### config.mk
export PLATFORM = sky130hd
export DESIGN_NAME = ahb_dmac_bus_arbiter_flat
export DESIGN_NICKNAME = d
export VERILOG_FILES = /design/src/rtl/ahb_dmac_bus_arbiter_if.sv /design/src/rtl/ahb_dmac_bus_arbiter.sv /design/src/flat_wrapper.sv
export SDC_FILE = /design/constraint.sdc
export NUM_CORES = 1
export LEC_CHECK = 0
export CAP_MARGIN = 20
export CORE_AREA = 2 2 42 44
export DETAILED_ROUTE_END_ITERATION = 6
export DIE_AREA = 0 0 44 46
export PLACE_DENSITY = 0.7
export SLEW_MARGIN = 20
export SYNTH_ARGS = -nofsm -noshare
export SYNTH_HDL_FRONTEND = slang
export SYNTH_SLANG_ARGS = --single-unit
### constraint.sdc
create_clock -name clk -period 2.06 [get_ports clk]
set_input_delay 0.412 -clock clk [delete_from_list [all_inputs] [get_ports clk]]
set_output_delay 0.412 -clock clk [all_outputs]
set_load 0.02 [all_outputs]
### src/rtl/ahb_dmac_bus_arbiter_if.sv
// Request/grant bundle between the CPU/DMAC masters and the AHB bus arbiter.
// The arbiter takes the slave modport; the request side takes the master modport.
interface ahb_dmac_bus_arbiter_if;
  logic       Cpu_Req;
  logic       Cpu_Lock;
  logic       Bus_Req;
  logic       HReady;
  logic [1:0] HTrans;
  logic       Cpu_Grant;
  logic       Bus_Grant;
  logic       HMaster;
  logic       Tenure_Expired;

  modport slave (
    input  Cpu_Req,
    input  Cpu_Lock,
    input  Bus_Req,
    input  HReady,
    input  HTrans,
    output Cpu_Grant,
    output Bus_Grant,
    output HMaster,
    output Tenure_Expired
  );

  modport master (
    output Cpu_Req,
    output Cpu_Lock,
    output Bus_Req,
    output HReady,
    output HTrans,
    input  Cpu_Grant,
    input  Bus_Grant,
    input  HMaster,
    input  Tenure_Expired
  );
endinterface

### src/rtl/ahb_dmac_bus_arbiter.sv
// Two-master AHB arbiter (CPU default, DMAC on request) with bounded DMAC tenure
// while the CPU waits, and a guaranteed CPU slot after a forced revocation.
module ahb_dmac_bus_arbiter #(
  parameter int unsigned MAX_TENURE = 16,
  parameter int unsigned CPU_SLOT   = 4
) (
  input  logic                         clk,
  input  logic                         rst,
  ahb_dmac_bus_arbiter_if.slave        bus
);

  localparam int unsigned TenureW = (MAX_TENURE > 0) ? $clog2(MAX_TENURE + 1) : 1;
  localparam int unsigned SlotW   = (CPU_SLOT > 0) ? $clog2(CPU_SLOT + 1) : 1;
  localparam logic [TenureW-1:0] TenureMax = TenureW'(MAX_TENURE);
  localparam logic [SlotW-1:0]   SlotInit  = SlotW'(CPU_SLOT);
  localparam bit                 TenureOn  = (MAX_TENURE != 0);
  localparam logic [1:0]         HTransIdle   = 2'b00;
  localparam logic [1:0]         HTransNonseq = 2'b10;

  typedef enum logic [0:0] {StCpuOwn, StDmacOwn} state_e;

  state_e               state_q, state_d;
  logic [TenureW-1:0]   tenure_q, tenure_d;
  logic [SlotW-1:0]     slot_q, slot_d;
  logic                 hmaster_q, hmaster_d;
  logic                 expired_q, expired_d;
  logic                 hp;
  logic                 revoke;

  // Only switch owners on a completed beat that starts a new transfer, never mid-burst.
  assign hp = bus.HReady & ((bus.HTrans == HTransIdle) | (bus.HTrans == HTransNonseq));

  always_ff @(posedge clk or negedge rst) begin
    if (!rst) begin
      state_q   <= StCpuOwn;
      tenure_q  <= '0;
      slot_q    <= '0;
      hmaster_q <= 1'b0;
      expired_q <= 1'b0;
    end else begin
      state_q   <= state_d;
      tenure_q  <= tenure_d;
      slot_q    <= slot_d;
      hmaster_q <= hmaster_d;
      expired_q <= expired_d;
    end
  end

  always_comb begin
    state_d = state_q;
    revoke  = 1'b0;
    unique case (state_q)
      StCpuOwn: begin
        if (hp && bus.Bus_Req && !bus.Cpu_Lock && (slot_q == '0)) state_d = StDmacOwn;
      end
      StDmacOwn: begin
        // A falling Bus_Req wins over a simultaneous revocation: plain release, no pulse.
        if (!bus.Bus_Req && hp) begin
          state_d = StCpuOwn;
        end else if (TenureOn && bus.Cpu_Req && (tenure_q == TenureMax) && hp) begin
          state_d = StCpuOwn;
          revoke  = 1'b1;
        end
      end
      default: state_d = StCpuOwn;
    endcase
  end

  always_comb begin
    tenure_d  = tenure_q;
    slot_d    = slot_q;
    expired_d = revoke;
    hmaster_d = bus.HReady ? (state_q == StDmacOwn) : hmaster_q;
    if (state_q == StCpuOwn) begin
      if (state_d == StDmacOwn) begin
        tenure_d = '0;
      end else if (!bus.Cpu_Req) begin
        slot_d = '0;
      end else if (bus.HReady && (slot_q != '0)) begin
        slot_d = slot_q - SlotW'(1);
      end
    end else begin
      if (revoke) begin
        slot_d = SlotInit;
      end else if (state_d == StCpuOwn) begin
        slot_d = '0;
      end else if (!bus.Cpu_Req) begin
        tenure_d = '0;
      end else if (bus.HReady && (tenure_q != TenureMax)) begin
        tenure_d = tenure_q + TenureW'(1);
      end
    end
  end

  assign bus.Bus_Grant      = (state_q == StDmacOwn);
  assign bus.Cpu_Grant      = (state_q == StCpuOwn);
  assign bus.HMaster        = hmaster_q;
  assign bus.Tenure_Expired = expired_q;

endmodule
### src/flat_wrapper.sv
// flat-port wrapper written by rule: the top's interface ports become plain ports
module ahb_dmac_bus_arbiter_flat 
#(
  parameter int unsigned MAX_TENURE = 16,
  parameter int unsigned CPU_SLOT   = 4
)
  (clk, rst, bus_Cpu_Req, bus_Cpu_Lock, bus_Bus_Req, bus_HReady, bus_HTrans, bus_Cpu_Grant, bus_Bus_Grant, bus_HMaster, bus_Tenure_Expired);
  ahb_dmac_bus_arbiter_if bus_i ();
  input  logic clk;
  input  logic rst;
  input wire logic [$bits(bus_i.Cpu_Req)-1:0] bus_Cpu_Req;
  input wire logic [$bits(bus_i.Cpu_Lock)-1:0] bus_Cpu_Lock;
  input wire logic [$bits(bus_i.Bus_Req)-1:0] bus_Bus_Req;
  input wire logic [$bits(bus_i.HReady)-1:0] bus_HReady;
  input wire logic [$bits(bus_i.HTrans)-1:0] bus_HTrans;
  output wire logic [$bits(bus_i.Cpu_Grant)-1:0] bus_Cpu_Grant;
  output wire logic [$bits(bus_i.Bus_Grant)-1:0] bus_Bus_Grant;
  output wire logic [$bits(bus_i.HMaster)-1:0] bus_HMaster;
  output wire logic [$bits(bus_i.Tenure_Expired)-1:0] bus_Tenure_Expired;
  assign bus_i.Cpu_Req = bus_Cpu_Req;
  assign bus_i.Cpu_Lock = bus_Cpu_Lock;
  assign bus_i.Bus_Req = bus_Bus_Req;
  assign bus_i.HReady = bus_HReady;
  assign bus_i.HTrans = bus_HTrans;
  assign bus_Cpu_Grant = bus_i.Cpu_Grant;
  assign bus_Bus_Grant = bus_i.Bus_Grant;
  assign bus_HMaster = bus_i.HMaster;
  assign bus_Tenure_Expired = bus_i.Tenure_Expired;
  ahb_dmac_bus_arbiter #(.MAX_TENURE(MAX_TENURE), .CPU_SLOT(CPU_SLOT)) u_core (.clk(clk), .rst(rst), .bus(bus_i));
endmodule
==> results by group <==
Synth
  – Sequential-to-total area share from yosys stat: 37.2%
  – Async S/R FF share, synth: 100%
  – Netlist cell types: 38
  – Cells after synthesis: 69
  – Syn avg cell area: 10.7 um^2
  – Top_reg_cell synth: dfrtp_1
  – Yosys warning total: 0
  – Cell Area, Synth: 739 um^2
  – Number of synthesized flops with an enable pin: 0
  – Synthesized flop and latch total: 11
  – Synthesized net count: 81

Critical path
  – Crit path DAT: 1.54 ns
  – CP Class: reg -> out
  – Slowest stage delay, CP: 0.61 ns
  – WP data required: 1.65 ns
  – Cell chain of the critical path: inv_1 > clkdlybuf4s50_1
  – Top delay family on crit path: buffers and inverters
  – Type of origin of the critical path: flop
  – Max FO, Critical Path: 13
  – CP Buf/Inv Count: 2
  – Critical Path End Type: output pin
  – Worst path slowest cell: clkdlybuf4s50_1

Pwr
  – Net Sw Power: 355 uW
  – Flop pwr share: 34.9%
  – Peak supply drop: 0.563 mV
  – Logic pwr share: 48.1%
  – Clk network pwr share: 17.0%
  – Cell-internal power: 537 uW
  – Total power: 893 uW
  – Pwr/cell area: 980 nW/um^2
  – Switching share of power: 39.8%
  – Static Leak: 0.000397 uW

STA
  – Setup_tns: 0 ns
  – RSZ-0062 raised after global routing: false
  – Clk_skew: 0.00514 ns
  – Final worst path period need: 1.95 ns
  – Tightest Pin Transition: 0.526 ns
  – Final Hold Violating Endpoints: 0
  – Final setup viols: 0
  – Max Fclk: 0.512 GHz
  – Relative slew slack: 64.8%
  – Period utilization: 94.8%
  – Fin. max-slew vios: 0

Final layout
  – Reg area: 275 um^2
  – N_diodes: 0
  – Area occupied by multi-input gates: 423 um^2
  – Layout cells sized above 1: 24.4%
  – Layout Nets: 99
  – Post-layout util: 56.4%
  – Layout filler cell count: 146
  – P&R area growth vs syn: 23.2%

GRT
  – Number of global-route vias before repair: 599
  – Busiest layer in global routing: met1
  – Initial antenna violation count: 0
  – M1 GR Usage: 26.8%
  – First-pass GRT wire length: 2660 um
  – Met3 usage: 2.38%
  – Total GRT Usage: 18.5%
  – Gr ovfl total: 0
  – Met2 Use GR: 26.2%
  – Largest net degree at the start of global routing: 14

CTS
  – CTS tree: built
  – H-Tree Depth: 1
  – Worst-path clk slew: 0.08 ns
  – Cts hold-fix bufs: 0
  – Clk buf depth: 2
  – Setup bufs post-CTS: 0
  – Clock root cell: clkbuf_4
  – Total CTS buffers: 3
  – # clock sinks: 11
  – Cts repair resizes: 0
  – Clk_lat worst skew: 0.27 ns

Drt
  – Wire length per cell: 14.8 um
  – Final ANT Viol Nets: 0
  – DRC Markers: 0
  – DRT Pass-1 Iters: 4
  – Detailed Route WL: 1530 um
  – Iter 0 DRT Violations: 19
  – Vias per cell: 5.90
  – Via count: 608

Run status
  – Outcome: finished clean

Floorplanning
  – Placeable Area: 1610 um^2
  – # rows: 15
  – Die footprint: 2020 um^2
  – Die Height: 46 um
  – IO Count: 12
  – Starting Density: 45.8%
  – DIE WIDTH: 44 um

Flow run
  – Max-cap viol count: 0

Place
  – Port buffer count: 10
  – Post-DP HPWL: 1140 um
  – Placer Congestion: 0.802

Hold path
  – Hold Path Class: in -> async
[Yosys cell counts (all sizes together) (2+ instances only)]
cell	instances	share of area, %
inv	7	3.6
nand2b	4	4.7
o21ai	2	1.4
nor3	2	2.0
mux2i	3	4.1
and4	2	2.5
a2bb2oi	2	3.2
nand4	4	3.4
dfrtp	11	37
nand2	2	1.0
a21oi	2	1.4
nor2	3	1.5
nor4	2	3.7
o22ai	2	1.7
ha	4	6.8
[cells in the final DEF (no fill, tap or decap), types with 2 or more instances in the layout]
master / count
dfrtp_1: 11
clkdlybuf4s50_1: 10
inv_1: 7
buf_4: 5
nand4_1: 4
ha_1: 4
nor2_1: 3
mux2i_1: 3
clkbuf_4: 3
nand2b_1: 2
o21ai_0: 2
nand2_1: 2
o22ai_1: 2
a21oi_1: 2
[worst paths after layout]
path	startpoint	to	slack, ns	cells past startpoint
worst max register to register	u_core.slot_q[0]	u_core.tenure_q[1]	0.41	6
min in group clk	u_core.bus.HMaster	u_core.bus.HMaster	0.52	1
worst min-delay path	rst	u_core.tenure_q[4]	0.48	1
worst min register to register	u_core.bus.HMaster	u_core.bus.HMaster	0.52	1
worst max-delay path	u_core.bus.Bus_Grant	bus_Cpu_Grant	0.11	2
max in group asynchronous	rst	u_core.tenure_q[3]	1.23	1
[final cells by class]
cell class | instances | area share, %
clock buffers | 3 | 2.47
clock inverters | 1 | 0.549
inverters | 7 | 2.88
multi-input cells | 49 | 46.4
flip-flops and latches | 11 | 30.2
well taps | 17 | 2.34
repair buffers | 15 | 15.1
[power groups by stage]
stage	registers [uW]	clock network (uW)	logic, uW
floorplan	311	0	296
global placement	312	0	420
detailed placement	314	0	428
CTS	310	157	432
global route	319	171	473
finish	312	152	429
[state kept, by name, indices dropped and copies added, names as in the netlist]
signal / flops
u_core.tenure_q: 5
u_core.bus.HMaster: 1
u_core.bus.Tenure_Expired: 1
u_core.slot_q: 3
u_core.bus.Bus_Grant: 1
[stage by stage]
| step | instances | setup slack, ns | hold WS [ns] | area [um^2] |
|---|---|---|---|---|
| 2_1_floorplan | 69 | 0.523 | 0.116 | 739 |
| 3_3_place_gp | 99 | 0.0560 | 0.493 | 883 |
| 3_5_place_dp | 99 | 0.0402 | 0.500 | 883 |
| 4_1_cts | 103 | 0.119 | 0.491 | 911 |
| 5_1_grt | 103 | 0.0423 | 0.527 | 911 |
| 6_report | 103 | 0.108 | 0.478 | 911 |
[metal layers]
layer	share of wire, %	vias up	wire [um]
li1	-	296	-
met1	50	292	756
met2	45	16	692
met3	3.1	4	48
met4	1.8	0	27
met5	0	-	0
[worst register-to-register path, stage by stage, from the launching register on]
cell and delay (ns):
dfrtp_1 0.36, inv_1 0.11, ha_1 0.19, nand2b_2 0.10
or4_4 0.51, a2bb2oi_2 0.17, o22ai_1 0.10
[logic make-up (layout without fill, tap and decap cells)]
logic type	count (synthesis)	in the layout	share of synthesized area [%]
and+or+nand+nor	25	25	28.3
AOI/OAI and AO/OA	16	16	16.6
DFF	11	11	37.2
buffers and inverters	9	26	5.58
adders and majority gates	4	4	6.77
muxes	4	4	5.58
(Power assumes the default switching activity.)
